--- src/rtl/ysyx_210457_axi_rw_pkg.sv ---
// Shared encodings for the single-beat AXI read/write bridge: FSM states,
// AXI response and burst codes, and requester tags.
package ysyx_210457_axi_rw_pkg;

  typedef enum logic [2:0] {
    S_IDLE    = 3'd0,
    S_RD_ADDR = 3'd1,
    S_RD_DATA = 3'd2,
    S_WR_REQ  = 3'd3,
    S_WR_RESP = 3'd4,
    S_DONE    = 3'd5
  } state_e;

  localparam logic [1:0] RESP_OKAY   = 2'b00;
  localparam logic [1:0] RESP_EXOKAY = 2'b01;
  localparam logic [1:0] RESP_SLVERR = 2'b10;
  localparam logic [1:0] RESP_DECERR = 2'b11;

  localparam logic [1:0] BURST_FIXED = 2'b00;
  localparam logic [1:0] BURST_INCR  = 2'b01;

  localparam logic [3:0] ID_MEM = 4'b0001;
  localparam logic [3:0] ID_IF  = 4'b0011;

endpackage

--- src/rtl/ysyx_210457_axi_rw.sv ---
// Single-outstanding AXI4 master bridge: turns one arbitrated load/store
// request into a single-beat AXI read or write and returns the response.
module ysyx_210457_axi_rw
  import ysyx_210457_axi_rw_pkg::*;
#(
  parameter int unsigned AXI_ADDR_W = 32,
  parameter int unsigned AXI_ID_W   = 4
) (
  input  logic                  clock,
  input  logic                  reset,

  input  logic                  req_valid,
  input  logic                  req_write,
  input  logic [63:0]           req_addr,
  input  logic [63:0]           req_wdata,
  input  logic [1:0]            req_size,
  input  logic [3:0]            req_id,
  output logic                  stall,
  output logic [3:0]            rsp_id,
  output logic [63:0]           rsp_rdata,
  output logic                  rsp_err,

  output logic                  awvalid,
  input  logic                  awready,
  output logic [AXI_ADDR_W-1:0] awaddr,
  output logic [AXI_ID_W-1:0]   awid,
  output logic [7:0]            awlen,
  output logic [2:0]            awsize,
  output logic [1:0]            awburst,

  output logic                  wvalid,
  input  logic                  wready,
  output logic [63:0]           wdata,
  output logic [7:0]            wstrb,
  output logic                  wlast,

  input  logic                  bvalid,
  output logic                  bready,
  input  logic [1:0]            bresp,
  input  logic [AXI_ID_W-1:0]   bid,

  output logic                  arvalid,
  input  logic                  arready,
  output logic [AXI_ADDR_W-1:0] araddr,
  output logic [AXI_ID_W-1:0]   arid,
  output logic [7:0]            arlen,
  output logic [2:0]            arsize,
  output logic [1:0]            arburst,

  input  logic                  rvalid,
  output logic                  rready,
  input  logic [63:0]           rdata,
  input  logic [1:0]            rresp,
  input  logic                  rlast,
  input  logic [AXI_ID_W-1:0]   rid
);

  // Bytes past the end of the 8-byte beat fall off the top of both results.
  function automatic logic [63:0] align_wdata(input logic [63:0] d, input logic [2:0] off);
    return d << {off, 3'b000};
  endfunction

  function automatic logic [7:0] byte_strobe(input logic [1:0] size, input logic [2:0] off);
    logic [7:0] mask;
    case (size)
      2'd0:    mask = 8'h01;
      2'd1:    mask = 8'h03;
      2'd2:    mask = 8'h0F;
      default: mask = 8'hFF;
    endcase
    return mask << off;
  endfunction

  state_e                state, next;
  logic [AXI_ADDR_W-1:0] addr_q;
  logic [63:0]           wdata_q;
  logic [1:0]            size_q;
  logic [3:0]            id_q;
  logic                  aw_done, w_done;

  logic unused_inputs;
  assign unused_inputs = ^{req_addr[63:AXI_ADDR_W], rid, bid};

  always_ff @(posedge clock) begin
    if (!reset) begin
      state     <= S_IDLE;
      addr_q    <= '0;
      wdata_q   <= '0;
      size_q    <= '0;
      id_q      <= '0;
      aw_done   <= 1'b0;
      w_done    <= 1'b0;
      rsp_id    <= '0;
      rsp_rdata <= '0;
      rsp_err   <= 1'b0;
    end else begin
      state <= next;
      case (state)
        S_IDLE: begin
          if (req_valid) begin
            addr_q  <= req_addr[AXI_ADDR_W-1:0];
            wdata_q <= req_wdata;
            size_q  <= req_size;
            id_q    <= req_id;
          end
          aw_done <= 1'b0;
          w_done  <= 1'b0;
        end
        S_RD_DATA: begin
          if (rvalid && rlast) begin
            rsp_rdata <= rdata >> {addr_q[2:0], 3'b000};
            rsp_err   <= (rresp != RESP_OKAY);
            rsp_id    <= id_q;
          end
        end
        S_WR_REQ: begin
          if (awready) aw_done <= 1'b1;
          if (wready)  w_done  <= 1'b1;
        end
        S_WR_RESP: begin
          if (bvalid) begin
            rsp_rdata <= '0;
            rsp_err   <= (bresp != RESP_OKAY);
            rsp_id    <= id_q;
          end
        end
        default: ;
      endcase
    end
  end

  always_comb begin
    next    = state;
    arvalid = 1'b0;
    rready  = 1'b0;
    awvalid = 1'b0;
    wvalid  = 1'b0;
    bready  = 1'b0;
    case (state)
      S_IDLE:    if (req_valid) next = req_write ? S_WR_REQ : S_RD_ADDR;
      S_RD_ADDR: begin
        arvalid = 1'b1;
        if (arready) next = S_RD_DATA;
      end
      S_RD_DATA: begin
        rready = 1'b1;
        if (rvalid && rlast) next = S_DONE;
      end
      S_WR_REQ: begin
        // Each channel drops its valid once its own handshake is recorded.
        awvalid = !aw_done;
        wvalid  = !w_done;
        if ((aw_done || awready) && (w_done || wready)) next = S_WR_RESP;
      end
      S_WR_RESP: begin
        bready = 1'b1;
        if (bvalid) next = S_DONE;
      end
      S_DONE:  next = S_IDLE;
      default: next = S_IDLE;
    endcase
  end

  assign stall   = (req_valid && state == S_IDLE) || (state != S_IDLE && state != S_DONE);

  assign awaddr  = addr_q;
  assign araddr  = addr_q;
  assign awid    = AXI_ID_W'(id_q);
  assign arid    = AXI_ID_W'(id_q);
  assign awlen   = '0;
  assign arlen   = '0;
  assign awsize  = {1'b0, size_q};
  assign arsize  = {1'b0, size_q};
  assign awburst = BURST_INCR;
  assign arburst = BURST_INCR;
  assign wlast   = 1'b1;
  assign wdata   = align_wdata(wdata_q, addr_q[2:0]);
  assign wstrb   = byte_strobe(size_q, addr_q[2:0]);

endmodule
--- config.mk ---
export PLATFORM = sky130hd
export DESIGN_NAME = ysyx_210457_axi_rw
export DESIGN_NICKNAME = d
export VERILOG_FILES = /design/src/rtl/ysyx_210457_axi_rw_pkg.sv /design/src/rtl/ysyx_210457_axi_rw.sv
export SDC_FILE = /design/constraint.sdc
export NUM_CORES = 1
export LEC_CHECK = 0
export CAP_MARGIN = 15
export CORE_ASPECT_RATIO = 0.9
export CORE_UTILIZATION = 30
export CTS_CLUSTER_SIZE = 28
export DETAILED_ROUTE_END_ITERATION = 8
export SLEW_MARGIN = 20
export SYNTH_ARGS = -nofsm -noshare
export SYNTH_HDL_FRONTEND = slang
export SYNTH_SLANG_ARGS = --single-unit
--- constraint.sdc ---
create_clock -name clock -period 3.9 [get_ports clock]
set_input_delay 0.39 -clock clock [delete_from_list [all_inputs] [get_ports clock]]
set_output_delay 0.39 -clock clock [all_outputs]
set_load 0.05 [all_outputs]
==> metrics.csv <==
stage,metric,value,unit
outcome,outcome,"complete, no violations",
clocking,ctsLongestPathBuffers,2,
logic_synthesis,syn-mean-instance-area,8.25,sq um
timing,worst_slew_slack_as_a_fraction_of_its_limit,0.376,
clocking,buffer_cell_driving_the_clock_tree_root,sky130_fd_sc_hd__clkbuf_16,
job,maxCapViolations,0,
drt,detail_route.drc_violations,0,
clocking,postCtsSetupRepairBufs,0,
setup_path,start_kind,flip-flop,
logic_synthesis,post_synth_num_cell_types,56,
setup_path,crit-reg2reg-capture,rsp_rdata[0],
place,setup_slack_at_placement,0.894,ns
timing,totalNegativeSetupSlack,0,ns
timing,final-hold-violation-count,0,
drt,wirelength_met1,16.8,mm
clocking,worstSkewPairLatency,0.45,ns
power,p_leak,5.22,nW
clocking,cts_num_sinks,176,
setup_path,cp_arrival,3.00,ns
global_route,grt_max_degree,107,
clocking,cts_repair_resize_count,0,
floorplan,die_h,176,um
setup_path,path_cells,inv_1 > nand2_1 > o22ai_1 > buf_12,
clocking,number_of_buffers_created_by_cts,17,
timing,report.final.slew_viol_count,0,
drt,drtPass1Iterations,5,
timing,min_period_over_period,0.870,
logic_synthesis,postSynth.asyncResetShare,0,
clocking,worst_setup_hold_path_clk_slew,0.08,ns
timing,max_freq,295,MHz
setup_path,worstPathRequired,3.51,ns
floorplan,floorplan.initialDensity,0.305,
logic_synthesis,number_of_flops_mapped_to_enable_cells_by_yosys,0,
final_layout,num-fill-cells,3266,
power,finalPower,0.00803,W
global_route,grt_usage,0.226,
setup_path,capturing_element_type_of_the_critical_path,primary output,
final_layout,syn2layout_area_growth,45.1,%
clocking,post_cts_hold_buffer_count,0,
timing,fin_crit,3.39,ns
final_layout,finish.net_count,1745,
drt,wire_per_inst,20.3,um
power,peak_ir_drop_on_the_vdd_network,0.322,mV
final_layout,final_layout_size_suffix_gt1_frac,0.0962,
min_path,hold_class,flip-flop to flip-flop,
logic_synthesis,ys.warnings.count,0,
clocking,cts_htree_levels,4,
drt,dr.max_layer_used,met4,
floorplan,rows,63,
timing,worst_slack,0.506,ns
setup_path,critical_path.max_fanout,24,
drt,dr.first_iter.drc_count,510,
power,power_per_cell_area,549,nW/um^2
setup_path,ff2ff_setup_slack,1.52,ns
floorplan,design.die.area,34300,sq um
global_route,first_global_vias,9730,
drt,met3WireLength,2.92,mm
setup_path,max_stage_delay_on_crit_path,0.71,ns
drt,wl_met2,19.6,mm
min_path,min_delay_worst_endpoint,rsp_rdata[51],
place,dpl_cell_area,14000,sq um
drt,totalWireLength,39.9,mm
place,gpl.final_weighted_congestion,0.939,
timing,worst_slew_pin_slew,0.936,ns
floorplan,core-area,33000,sq um
final_layout,fin_area,14600,sq um
timing,rsz0062_at_grt,no,
setup_path,reg2regPathDepth,4,
clocking,cts_tree,done,
global_route,grt_antenna_before_repair,1,
drt,via_per_inst,5.08,
timing,fin_clk_skew,0.0145,ns
min_path,timing.hold.worst_path_depth,2,
floorplan,die-width,195,um
place,hpwl,29.2,mm
logic_synthesis,register_area_share_after_synthesis,0.350,
global_route,gr-total-overflow,0,
logic_synthesis,synthesis.instances,1222,
place,io_buffer_count,402,
min_path,holdCritStartpoint,rsp_rdata[51],
floorplan,io_pins,466,
logic_synthesis,cell_area_after_technology_mapping,10100,sq um
global_route,grt_first_pass_wirelength,59.6,mm
setup_path,slowest_stage,sky130_fd_sc_hd__inv_1,
final_layout,finish.utilization,0.443,
logic_synthesis,postSynthRegisterBits,176,
drt,final_antenna_net_count,0,
timing,setup_violations,0,
drt,via_count,9976,
logic_synthesis,synth_flop_cell,sky130_fd_sc_hd__dfxtp_1,
setup_path,timing.rr.start,araddr[0],
setup_path,worstSetupPathType,flip-flop to primary output,
==> worst max-delay path: cells and delay by family (launching register included) <==
family	cells	cell delay [ns]
flops	1	0.46
compound gates	1	0.54
buf+inv	2	0.91
simple gates	1	0.63
==> sequential cells by signal, indices dropped and copies added, names as in the netlist <==
| name | flops |
|---|---|
| aw_done | 1 |
| rsp_err | 1 |
| w_done | 1 |
| wdata_q | 64 |
| size_q | 2 |
| araddr | 32 |
| rsp_rdata | 64 |
| rsp_id | 4 |
| arid | 4 |
| state | 3 |
==> per-layer routing <==
metal | GRT usage | vias to the layer above
li1 | - | 4831
met1 | 0.273 | 4794
met2 | 0.394 | 320
met3 | 0.0651 | 31
met4 | 0.0548 | 0
met5 | 0 | -
==> worst max-delay path by stage <==
stage / startpoint / endpoint / slack (ns) / depth (start not counted)
after floorplan: araddr[2] / wstrb[6] / 0.68 / 6
after global placement: araddr[2] / wdata[45] / 0.92 / 4
after detailed placement: araddr[2] / wdata[45] / 0.89 / 4
after CTS: araddr[2] / wdata[45] / 0.43 / 4
after global routing: araddr[2] / wdata[45] / 0.31 / 4
final: araddr[2] / wdata[45] / 0.51 / 4
==> per-stage QoR <==
stage          instances  hold WS (ns)
2_1_floorplan       1243         0.434
3_3_place_gp        1928         0.432
3_5_place_dp        1928         0.443
4_1_cts             1960         0.452
5_1_grt             1960         0.474
6_report            1962         0.452
==> synth_stat cells (3+ instances only) <==
cell type	number	area [sq um]
sky130_fd_sc_hd__a21oi_1	157	786
sky130_fd_sc_hd__nor2_1	80	300
sky130_fd_sc_hd__o21ai_0	46	230
sky130_fd_sc_hd__buf_6	3	33.8
sky130_fd_sc_hd__o31ai_1	6	45.0
sky130_fd_sc_hd__a211oi_1	4	30.0
sky130_fd_sc_hd__nor2b_1	13	81.3
sky130_fd_sc_hd__a32o_1	12	120
sky130_fd_sc_hd__mux2i_1	107	1070
sky130_fd_sc_hd__buf_4	79	593
sky130_fd_sc_hd__o21ai_1	8	40.0
sky130_fd_sc_hd__a221o_1	15	150
sky130_fd_sc_hd__a22oi_1	8	60.1
sky130_fd_sc_hd__mux4_2	18	405
sky130_fd_sc_hd__and3_1	5	31.3
sky130_fd_sc_hd__nand2b_1	3	18.8
sky130_fd_sc_hd__a2bb2oi_1	5	43.8
sky130_fd_sc_hd__dfxtp_1	176	3520
sky130_fd_sc_hd__a31oi_1	3	18.8
sky130_fd_sc_hd__buf_2	44	220
sky130_fd_sc_hd__nand3_1	7	35.0
sky130_fd_sc_hd__a22o_1	21	184
sky130_fd_sc_hd__inv_2	3	11.3
sky130_fd_sc_hd__mux2_2	37	417
sky130_fd_sc_hd__o211ai_1	10	75.1
sky130_fd_sc_hd__clkbuf_1	36	135
sky130_fd_sc_hd__inv_1	3	11.3
sky130_fd_sc_hd__nand2_1	249	935
sky130_fd_sc_hd__nor3_1	3	15.0
sky130_fd_sc_hd__a311o_1	3	30.0
sky130_fd_sc_hd__and2_1	12	75.1
sky130_fd_sc_hd__o22ai_1	16	100
==> layout make-up <==
cell class	instances	area, sq um	area share
clock inverters	14	180	0.0123
well taps	422	528	0.0361
inverters	6	23.8	0.00163
diodes	2	5.00	0.000342
multi-input cells	896	5630	0.385
repair buffers	428	4290	0.293
flip-flops and latches	176	3530	0.242
clock buffers	18	429	0.0294
==> cell families after synthesis <==
kind of cell           after synthesis  share of synthesized area
and+or+nand+nor                    387                      0.161
buffers and inverters              171                      0.101
DFF                                176                      0.350
AOI/OAI and AO/OA                  324                      0.200
muxes                              162                      0.188
other                                2                   0.000745
==> cell usage in the layout, fill, tap and decap left out, types with 5 or more instances in the layout <==
| cell | instances |
|---|---|
| sky130_fd_sc_hd__buf_12 | 9 |
| sky130_fd_sc_hd__o22ai_1 | 16 |
| sky130_fd_sc_hd__and3_1 | 5 |
| sky130_fd_sc_hd__o31ai_1 | 6 |
| sky130_fd_sc_hd__nor2_1 | 80 |
| sky130_fd_sc_hd__a22o_1 | 21 |
| sky130_fd_sc_hd__clkdlybuf4s50_1 | 385 |
| sky130_fd_sc_hd__mux2i_1 | 107 |
| sky130_fd_sc_hd__nand3_1 | 7 |
| sky130_fd_sc_hd__o211ai_1 | 10 |
| sky130_fd_sc_hd__clkbuf_16 | 17 |
| sky130_fd_sc_hd__mux4_2 | 18 |
| sky130_fd_sc_hd__o21ai_1 | 8 |
| sky130_fd_sc_hd__o21ai_0 | 46 |
| sky130_fd_sc_hd__mux2_2 | 37 |
| sky130_fd_sc_hd__a21oi_1 | 157 |
| sky130_fd_sc_hd__and2_1 | 11 |
| sky130_fd_sc_hd__conb_1 | 23 |
| sky130_fd_sc_hd__a2bb2oi_1 | 5 |
| sky130_fd_sc_hd__buf_4 | 34 |
| sky130_fd_sc_hd__a22oi_1 | 8 |
| sky130_fd_sc_hd__a32o_1 | 12 |
| sky130_fd_sc_hd__nor2b_1 | 12 |
| sky130_fd_sc_hd__dfxtp_1 | 173 |
| sky130_fd_sc_hd__nand2_1 | 248 |
| sky130_fd_sc_hd__a221o_1 | 15 |
==> where the power goes <==
group	total [W]	internal, W	leakage [nW]	switching, W
logic	0.00390	0.00137	3.50	0.00252
registers	0.00229	0.00201	1.44	0.000279
clock network	0.00184	0.00102	0.286	0.000820
No activity file was read; power rests on OpenSTA's default activity.
